### src/rtl/window_fetch_ctrl.sv
// window_fetch_ctrl: walks a KxK stride-1 window over a WxH row-major image
// in the feature-map buffer. It issues one read per cycle and re-times the
// 1-cycle buffer latency through a 2-entry FIFO. The FIFO feeds a
// valid/ready pixel stream that carries window-last and frame-last tags.
module window_fetch_ctrl #(
  parameter int ADDR_W = 13,
  parameter int DATA_W = 16,
  parameter int K      = 5,
  parameter int DIM_W  = 8
) (
  input  logic              clk,
  input  logic              rst_n,
  input  logic              start,
  input  logic [ADDR_W-1:0] cfg_base,
  input  logic [DIM_W-1:0]  cfg_w,
  input  logic [DIM_W-1:0]  cfg_h,
  output logic              busy,
  output logic              done,
  output logic              err,
  output logic              buf_rd_en,
  output logic [ADDR_W-1:0] buf_rd_addr,
  input  logic [DATA_W-1:0] buf_rd_data,
  output logic [DATA_W-1:0] pix_data,
  output logic              pix_valid,
  input  logic              pix_ready,
  output logic              pix_win_last,
  output logic              pix_frame_last
);

  localparam int KC_W = (K > 1) ? $clog2(K) : 1;
  localparam logic [KC_W-1:0]   KLAST = KC_W'(K - 1);
  localparam logic [ADDR_W-1:0] KSTEP = ADDR_W'(K);

  typedef enum logic [1:0] {IDLE, FETCH, DRAIN, DONE} state_t;
  state_t state;

  logic [ADDR_W-1:0] org_ptr, row_ptr, w_step;
  logic [DIM_W-1:0]  xmax, ymax, ox, oy;
  logic [KC_W-1:0]   kx, ky;
  logic              cfg_err;

  // read-return tracking: one read in flight at most per cycle
  logic              rd_vld, rd_wl, rd_fl;

  // 2-entry output FIFO
  logic [DATA_W-1:0] f_data [2];
  logic              f_wl   [2];
  logic              f_fl   [2];
  logic              wr_ptr, rd_ptr;
  logic [1:0]        cnt;

  logic win_end, frm_end, pop, issue, cfg_ok;

  assign cfg_ok    = (cfg_w >= DIM_W'(K)) && (cfg_h >= DIM_W'(K));
  assign win_end   = (kx == KLAST) && (ky == KLAST);
  assign frm_end   = win_end && (ox == xmax) && (oy == ymax);
  assign pix_valid = (cnt != 2'd0);
  assign pop       = pix_valid & pix_ready;
  // The new read's data lands one edge after the in-flight one. Both must fit
  // in the FIFO after this cycle's pop, so a ready consumer sees no bubbles.
  assign issue     = (state == FETCH) &&
                     (({1'b0, cnt} + {2'b0, rd_vld}) < (3'd2 + {2'b0, pop}));
  assign buf_rd_en = issue;

  assign pix_data       = f_data[rd_ptr];
  assign pix_win_last   = f_wl[rd_ptr];
  assign pix_frame_last = f_fl[rd_ptr];

  // sequencer FSM, window/row/origin pointers and status outputs
  always_ff @(posedge clk or negedge rst_n) begin
    if (!rst_n) begin
      state       <= IDLE;
      busy        <= 1'b0;
      done        <= 1'b0;
      err         <= 1'b0;
      cfg_err     <= 1'b0;
      buf_rd_addr <= '0;
      org_ptr     <= '0;
      row_ptr     <= '0;
      w_step      <= '0;
      xmax        <= '0;
      ymax        <= '0;
      ox          <= '0;
      oy          <= '0;
      kx          <= '0;
      ky          <= '0;
    end else begin
      case (state)
        IDLE: begin
          done <= 1'b0;
          err  <= 1'b0;
          if (start) begin
            busy <= 1'b1;
            if (cfg_ok) begin
              state       <= FETCH;
              cfg_err     <= 1'b0;
              w_step      <= ADDR_W'(cfg_w);
              xmax        <= cfg_w - DIM_W'(K);
              ymax        <= cfg_h - DIM_W'(K);
              buf_rd_addr <= cfg_base;
              org_ptr     <= cfg_base;
              row_ptr     <= cfg_base;
              ox          <= '0;
              oy          <= '0;
              kx          <= '0;
              ky          <= '0;
            end else begin
              state   <= DONE;
              cfg_err <= 1'b1;
            end
          end
        end
        FETCH: begin
          if (issue) begin
            if (frm_end) begin
              // keep the final address on the bus once reads stop
              state <= DRAIN;
            end else if (kx != KLAST) begin
              kx          <= kx + KC_W'(1);
              buf_rd_addr <= buf_rd_addr + ADDR_W'(1);
            end else if (ky != KLAST) begin
              kx          <= '0;
              ky          <= ky + KC_W'(1);
              row_ptr     <= row_ptr + w_step;
              buf_rd_addr <= row_ptr + w_step;
            end else if (ox != xmax) begin
              kx          <= '0;
              ky          <= '0;
              ox          <= ox + DIM_W'(1);
              org_ptr     <= org_ptr + ADDR_W'(1);
              row_ptr     <= org_ptr + ADDR_W'(1);
              buf_rd_addr <= org_ptr + ADDR_W'(1);
            end else begin
              // from origin (oy, W-K) to (oy+1, 0) is exactly +K
              kx          <= '0;
              ky          <= '0;
              ox          <= '0;
              oy          <= oy + DIM_W'(1);
              org_ptr     <= org_ptr + KSTEP;
              row_ptr     <= org_ptr + KSTEP;
              buf_rd_addr <= org_ptr + KSTEP;
            end
          end
        end
        DRAIN: begin
          // finish once the last pixel leaves and nothing else is returning
          if (!rd_vld && ((cnt == 2'd0) || ((cnt == 2'd1) && pop))) begin
            state <= DONE;
            done  <= 1'b1;
            err   <= cfg_err;
          end
        end
        DONE: begin
          if (done) begin
            state <= IDLE;
            done  <= 1'b0;
            err   <= 1'b0;
            busy  <= 1'b0;
          end else begin
            // rejected config: one extra cycle so done lands 2 after start
            done <= 1'b1;
            err  <= cfg_err;
          end
        end
        default: state <= IDLE;
      endcase
    end
  end

  // read-return pipeline and output FIFO; returning data is always pushed
  always_ff @(posedge clk or negedge rst_n) begin
    if (!rst_n) begin
      rd_vld <= 1'b0;
      rd_wl  <= 1'b0;
      rd_fl  <= 1'b0;
      wr_ptr <= 1'b0;
      rd_ptr <= 1'b0;
      cnt    <= 2'd0;
      for (int i = 0; i < 2; i++) begin
        f_data[i] <= '0;
        f_wl[i]   <= 1'b0;
        f_fl[i]   <= 1'b0;
      end
    end else begin
      rd_vld <= issue;
      rd_wl  <= issue & win_end;
      rd_fl  <= issue & frm_end;
      if (rd_vld) begin
        f_data[wr_ptr] <= buf_rd_data;
        f_wl[wr_ptr]   <= rd_wl;
        f_fl[wr_ptr]   <= rd_fl;
        wr_ptr         <= ~wr_ptr;
      end
      if (pop) rd_ptr <= ~rd_ptr;
      cnt <= cnt + {1'b0, rd_vld} - {1'b0, pop};
    end
  end

endmodule

### config.mk
export PLATFORM = sky130hd
export DESIGN_NAME = window_fetch_ctrl
export DESIGN_NICKNAME = d
export VERILOG_FILES = /design/src/rtl/window_fetch_ctrl.sv
export SDC_FILE = /design/constraint.sdc
export NUM_CORES = 1
export LEC_CHECK = 0
export BUFFER_PORTS_ARGS = -buffer_cell sky130_fd_sc_hd__clkbuf_2
export CORE_MARGIN = 1
export CORE_UTILIZATION = 29
export CTS_CLUSTER_SIZE = 25
export DETAILED_ROUTE_END_ITERATION = 16
export PLACE_DENSITY_LB_ADDON = 0.12
export SYNTH_ARGS = -nofsm -noshare
export SYNTH_HDL_FRONTEND = slang
export SYNTH_SLANG_ARGS = --single-unit
### constraint.sdc
create_clock -name clk -period 4.1 [get_ports clk]
set_input_delay 0.41 -clock clk [delete_from_list [all_inputs] [get_ports clk]]
set_output_delay 0.41 -clock clk [all_outputs]
set_load 0.01 [all_outputs]
==> results by group <==
Power and ir drop
  – Switching pwr: ~3.2 mW
  – Leak pwr: 4.00 nW
  – Logic gate share of total power: 0.474
  – Reg power frac: 0.325
  – Peak ir drop on the vdd network: around 0.00032 V
  – Clock Power Share: 0.201
  – Cell internal power dissipation: approximately 4.3 mW
  – Switching part of the total power: 0.431
  – Power density over the cells: around 830 nW/um2
  – Pwr Total: 7.47 mW

STA
  – Total count of hold-check failures in the final report: 0
  – Slew at the pin closest to its max-slew limit: roughly 0.9 ns
  – Count of pins over their slew limit: 0
  – Setup TNS after final layout: 0 ns
  – Final hold slack: 0.0701 ns
  – Largest clock skew in the final design: 0.00999 ns
  – Final critical-path share of the clock period: 0.850
  – Setup-violating endpoint count in the final report: 0
  – Relative slew margins: 0.400
  – Maximum operating frequency: 287 MHz
  – Final critical-path required period: 3.48 ns
  – Setup repair after global routing missed its margin: no

Synthesis
  – Fraction of registers with async set/reset: 1.00
  – Netlist area before placement: 7560 um2
  – Seq/Total Area, Yosys: 0.443
  – Warning count from the yosys run: 0
  – Avg Synthesized Cell Area: 9.47 um2
  – Gate Count Post-Synth: approximately 800
  – Number of different library cells in the post-synthesis netlist: 59
  – Register bit count reported by yosys: roughly 130
  – Post-synth top flop: dfrtp_1
  – Number of synthesized flops with an enable pin: 0
  – Synthesized netlist net count: a little under 900

Detailed routing
  – Remaining antenna violation count: 0
  – Routed WL per cell: 16.8 um
  – Average via count per standard cell: 4.96
  – Total number of vias: 6091
  – Drt pass-1 iters: 4
  – Violation count after the first detailed-routing iteration: between 300 and 400
  – Residual DRC count: 0
  – Sum of routed wire length over all layers: 20700 um

CTS
  – Clk root buf: clkbuf_16
  – Post-CTS setup-driven buffer insertion count: 0
  – Number of CTS-inserted buffers: 17
  – CTS tree: built
  – Clock-pin slew on the worst setup and hold paths: 0.07 ns
  – Total number of H-tree levels: 4
  – Clock latency of the later-clocked register in the worst-skew pair: 0.42 ns
  – Maximum root-to-sink buffer count: 2
  – Clock sink count: 134
  – Hold buffers post-CTS: 0
  – Post-CTS Resized: 0

Worst setup path
  – Reg2reg start: ox[5]
  – Chain of cells forming the critical path: xor2_1, nor4_1, nand2_1, inv_1, ha_1, a31oi_1, nor3_1, and3_1, xor2_1, o21ai_0, o311ai_1, o311a_1
  – Required time worst endpoint: 4.45 ns
  – Slowest-stage cell, CP: nor4_1
  – Worst-path maximum fanout: 6
  – R2R Setup Slk: 0.62 ns
  – CP Capture Type: flop
  – Most numerous cell on the critical path: xor2_1
  – Crit-path max cell delay: 0.53 ns
  – Depth of the worst register-to-register path: 12
  – Reg2Reg Capture Point: buf_rd_addr[11]
  – Startpoint-to-endpoint class of the critical path: flop to flop
  – Gate family responsible for the most delay along the worst path: simple AND/OR/NAND/NOR gates
  – Type of element launching the critical path: flop
  – CP bufs+invs: 1
  – Worst path arrival time: 3.84 ns

Place
  – Post-detailed-placement cell area: 8380 um2
  – Total instance count after detailed placement: 1195
  – Final Wtd Congestion: between 0.8 and 0.9
  – Number of input and output port buffers inserted: 84
  – HPWL after DPL: approximately 15000 um

Flow run
  – Number of max-cap violations: 0

Die
  – Initial Util: 0.298
  – Die area: approximately 27000 um2
  – Die outline width: 163 um
  – Top-level port count: between 80 and 90
  – Num rows: 58
  – Total core area: 25400 um2
  – Die boundary height: between 150 and 200 um

GRT
  – Antenna violations before repair: 0
  – Largest net degree at the start of global routing: 90
  – Vias in the first global route: 6180
  – Total global routing overflow: 0
  – GRT Util Overall: 0.163
  – Global-route wire length before repair: 33500 um

Final layout
  – Layout Area Growth over Synthesis: 18.4%
  – Layout net count: 964
  – Most frequent cells in the layout: dfrtp_1 (134), nand2_1 (96), clkbuf_2 (83)
  – Most common cell after layout, fill and taps aside: dfrtp_1
  – Fill cell total of the finished layout: 2700
  – Non-filler instance count after layout: 1227
  – Fraction of final layout cells sized beyond drive strength 1: 0.215
  – Fin area: 8950 um2
  – # diodes: 0

Outcome
  – Result of the run: complete, no violations

Min path
  – Min-Delay Path Class: input pin to async pin
synth_stat cells, types with 3 or more instances:
| cell | number | area share |
|---|---|---|
| o211ai_1 | 8 | 0.0079 |
| nand2_1 | 96 | 0.048 |
| o22ai_1 | 13 | 0.011 |
| xnor2_1 | 33 | 0.038 |
| dfrtp_1 | 134 | 0.44 |
| nand4_1 | 18 | 0.015 |
| clkbuf_1 | 22 | 0.011 |
| buf_2 | 6 | 0.0040 |
| nand2b_1 | 7 | 0.0058 |
| nor2b_1 | 10 | 0.0083 |
| and2_1 | 5 | 0.0041 |
| o221ai_1 | 3 | 0.0035 |
| a21o_1 | 7 | 0.0070 |
| o21ai_0 | 58 | 0.038 |
| a211oi_1 | 8 | 0.0079 |
| a21oi_1 | 34 | 0.023 |
| o31ai_1 | 5 | 0.0050 |
| o22a_1 | 3 | 0.0035 |
| xor2_1 | 23 | 0.027 |
| nand3_1 | 31 | 0.021 |
| a31oi_1 | 10 | 0.0083 |
| and3_1 | 14 | 0.012 |
| mux2_2 | 57 | 0.085 |
| a22oi_1 | 3 | 0.0030 |
| o21a_1 | 4 | 0.0040 |
| o31a_1 | 3 | 0.0035 |
| inv_1 | 34 | 0.017 |
| nor4_1 | 7 | 0.0058 |
| nor3_1 | 18 | 0.012 |
| or4_1 | 3 | 0.0030 |
| ha_1 | 30 | 0.050 |
| nor2_1 | 58 | 0.029 |
state kept, by name, summed over array words and instances (netlist names), 2 cells and up:
register	count
org_ptr	13
buf_rd_addr	13
state	2
ox	8
xmax	8
kx	3
row_ptr	13
f_wl	2
f_data	32
ymax	8
ky	3
w_step	8
f_fl	2
oy	8
cnt	2
worst max path at each step:
stage,startpoint,to,slack (ns),cells past startpoint
after floorplan,ox[5],buf_rd_addr[11],1.27,12
after global placement,ox[5],buf_rd_addr[11],0.77,12
after detailed placement,ox[5],buf_rd_addr[11],0.71,12
after CTS,ox[5],buf_rd_addr[11],0.69,12
after global routing,ox[5],buf_rd_addr[11],0.38,12
final,ox[5],buf_rd_addr[11],0.62,12
per-layer routing:
metal,up-vias,track usage,part of all wire
met4,0,0.0396,0.0090
met5,-,0,0
li1,3034,-,-
met2,84,0.262,0.47
met3,16,0.0289,0.031
met1,2957,0.225,0.49
layout make-up:
type,count,area [um2],area share
sequential,134,3350,0.375
clock buffer,18,439,0.0491
multi-input combinational,598,3950,0.441
tap,330,413,0.0461
timing repair buffer,99,539,0.0602
inverter,34,128,0.0143
clock inverter,14,133,0.0148
per-stage QoR:
stage               setup slack, ns   util
finish                        0.616  0.352
global route                  0.382  0.352
CTS                           0.685  0.352
detailed placement            0.715  0.330
global placement              0.773  0.330
floorplan                      1.27      -
cell families (layout without fill, tap and decap cells):
logic type / after synthesis / in the layout / share of synthesized area
AO/OA/AOI/OAI: 178 / 178 / 0.149
XOR/XNOR: 56 / 56 / 0.0649
adder cells (fa/ha/maj): 31 / 31 / 0.0523
buffers and inverters: 66 / 165 / 0.0344
flip-flops: 134 / 134 / 0.443
multiplexers: 58 / 58 / 0.0862
AND/OR/NAND/NOR: 275 / 275 / 0.170
power by group through the flow:
stage	Combinational, mW	Sequential, mW	Clock [mW]
2_1_floorplan	2.60	2.30	0
3_3_place_gp	3.59	2.45	0
3_5_place_dp	3.58	2.46	0
4_1_cts	3.60	2.44	1.54
5_1_grt	4.01	2.52	1.60
6_report	3.54	2.43	1.50
worst reg2reg max path, stage by stage (launching register included):
cell and delay, ns:
dfrtp_1 0.44, xor2_1 0.17, nor4_1 0.53, nand2_1 0.18, inv_1 0.09, ha_1 0.17, a31oi_1 0.19, nor3_1 0.46
and3_1 0.28, xor2_1 0.15, o21ai_0 0.09, o311ai_1 0.45, o311a_1 0.24
(Power assumes the default switching activity.)
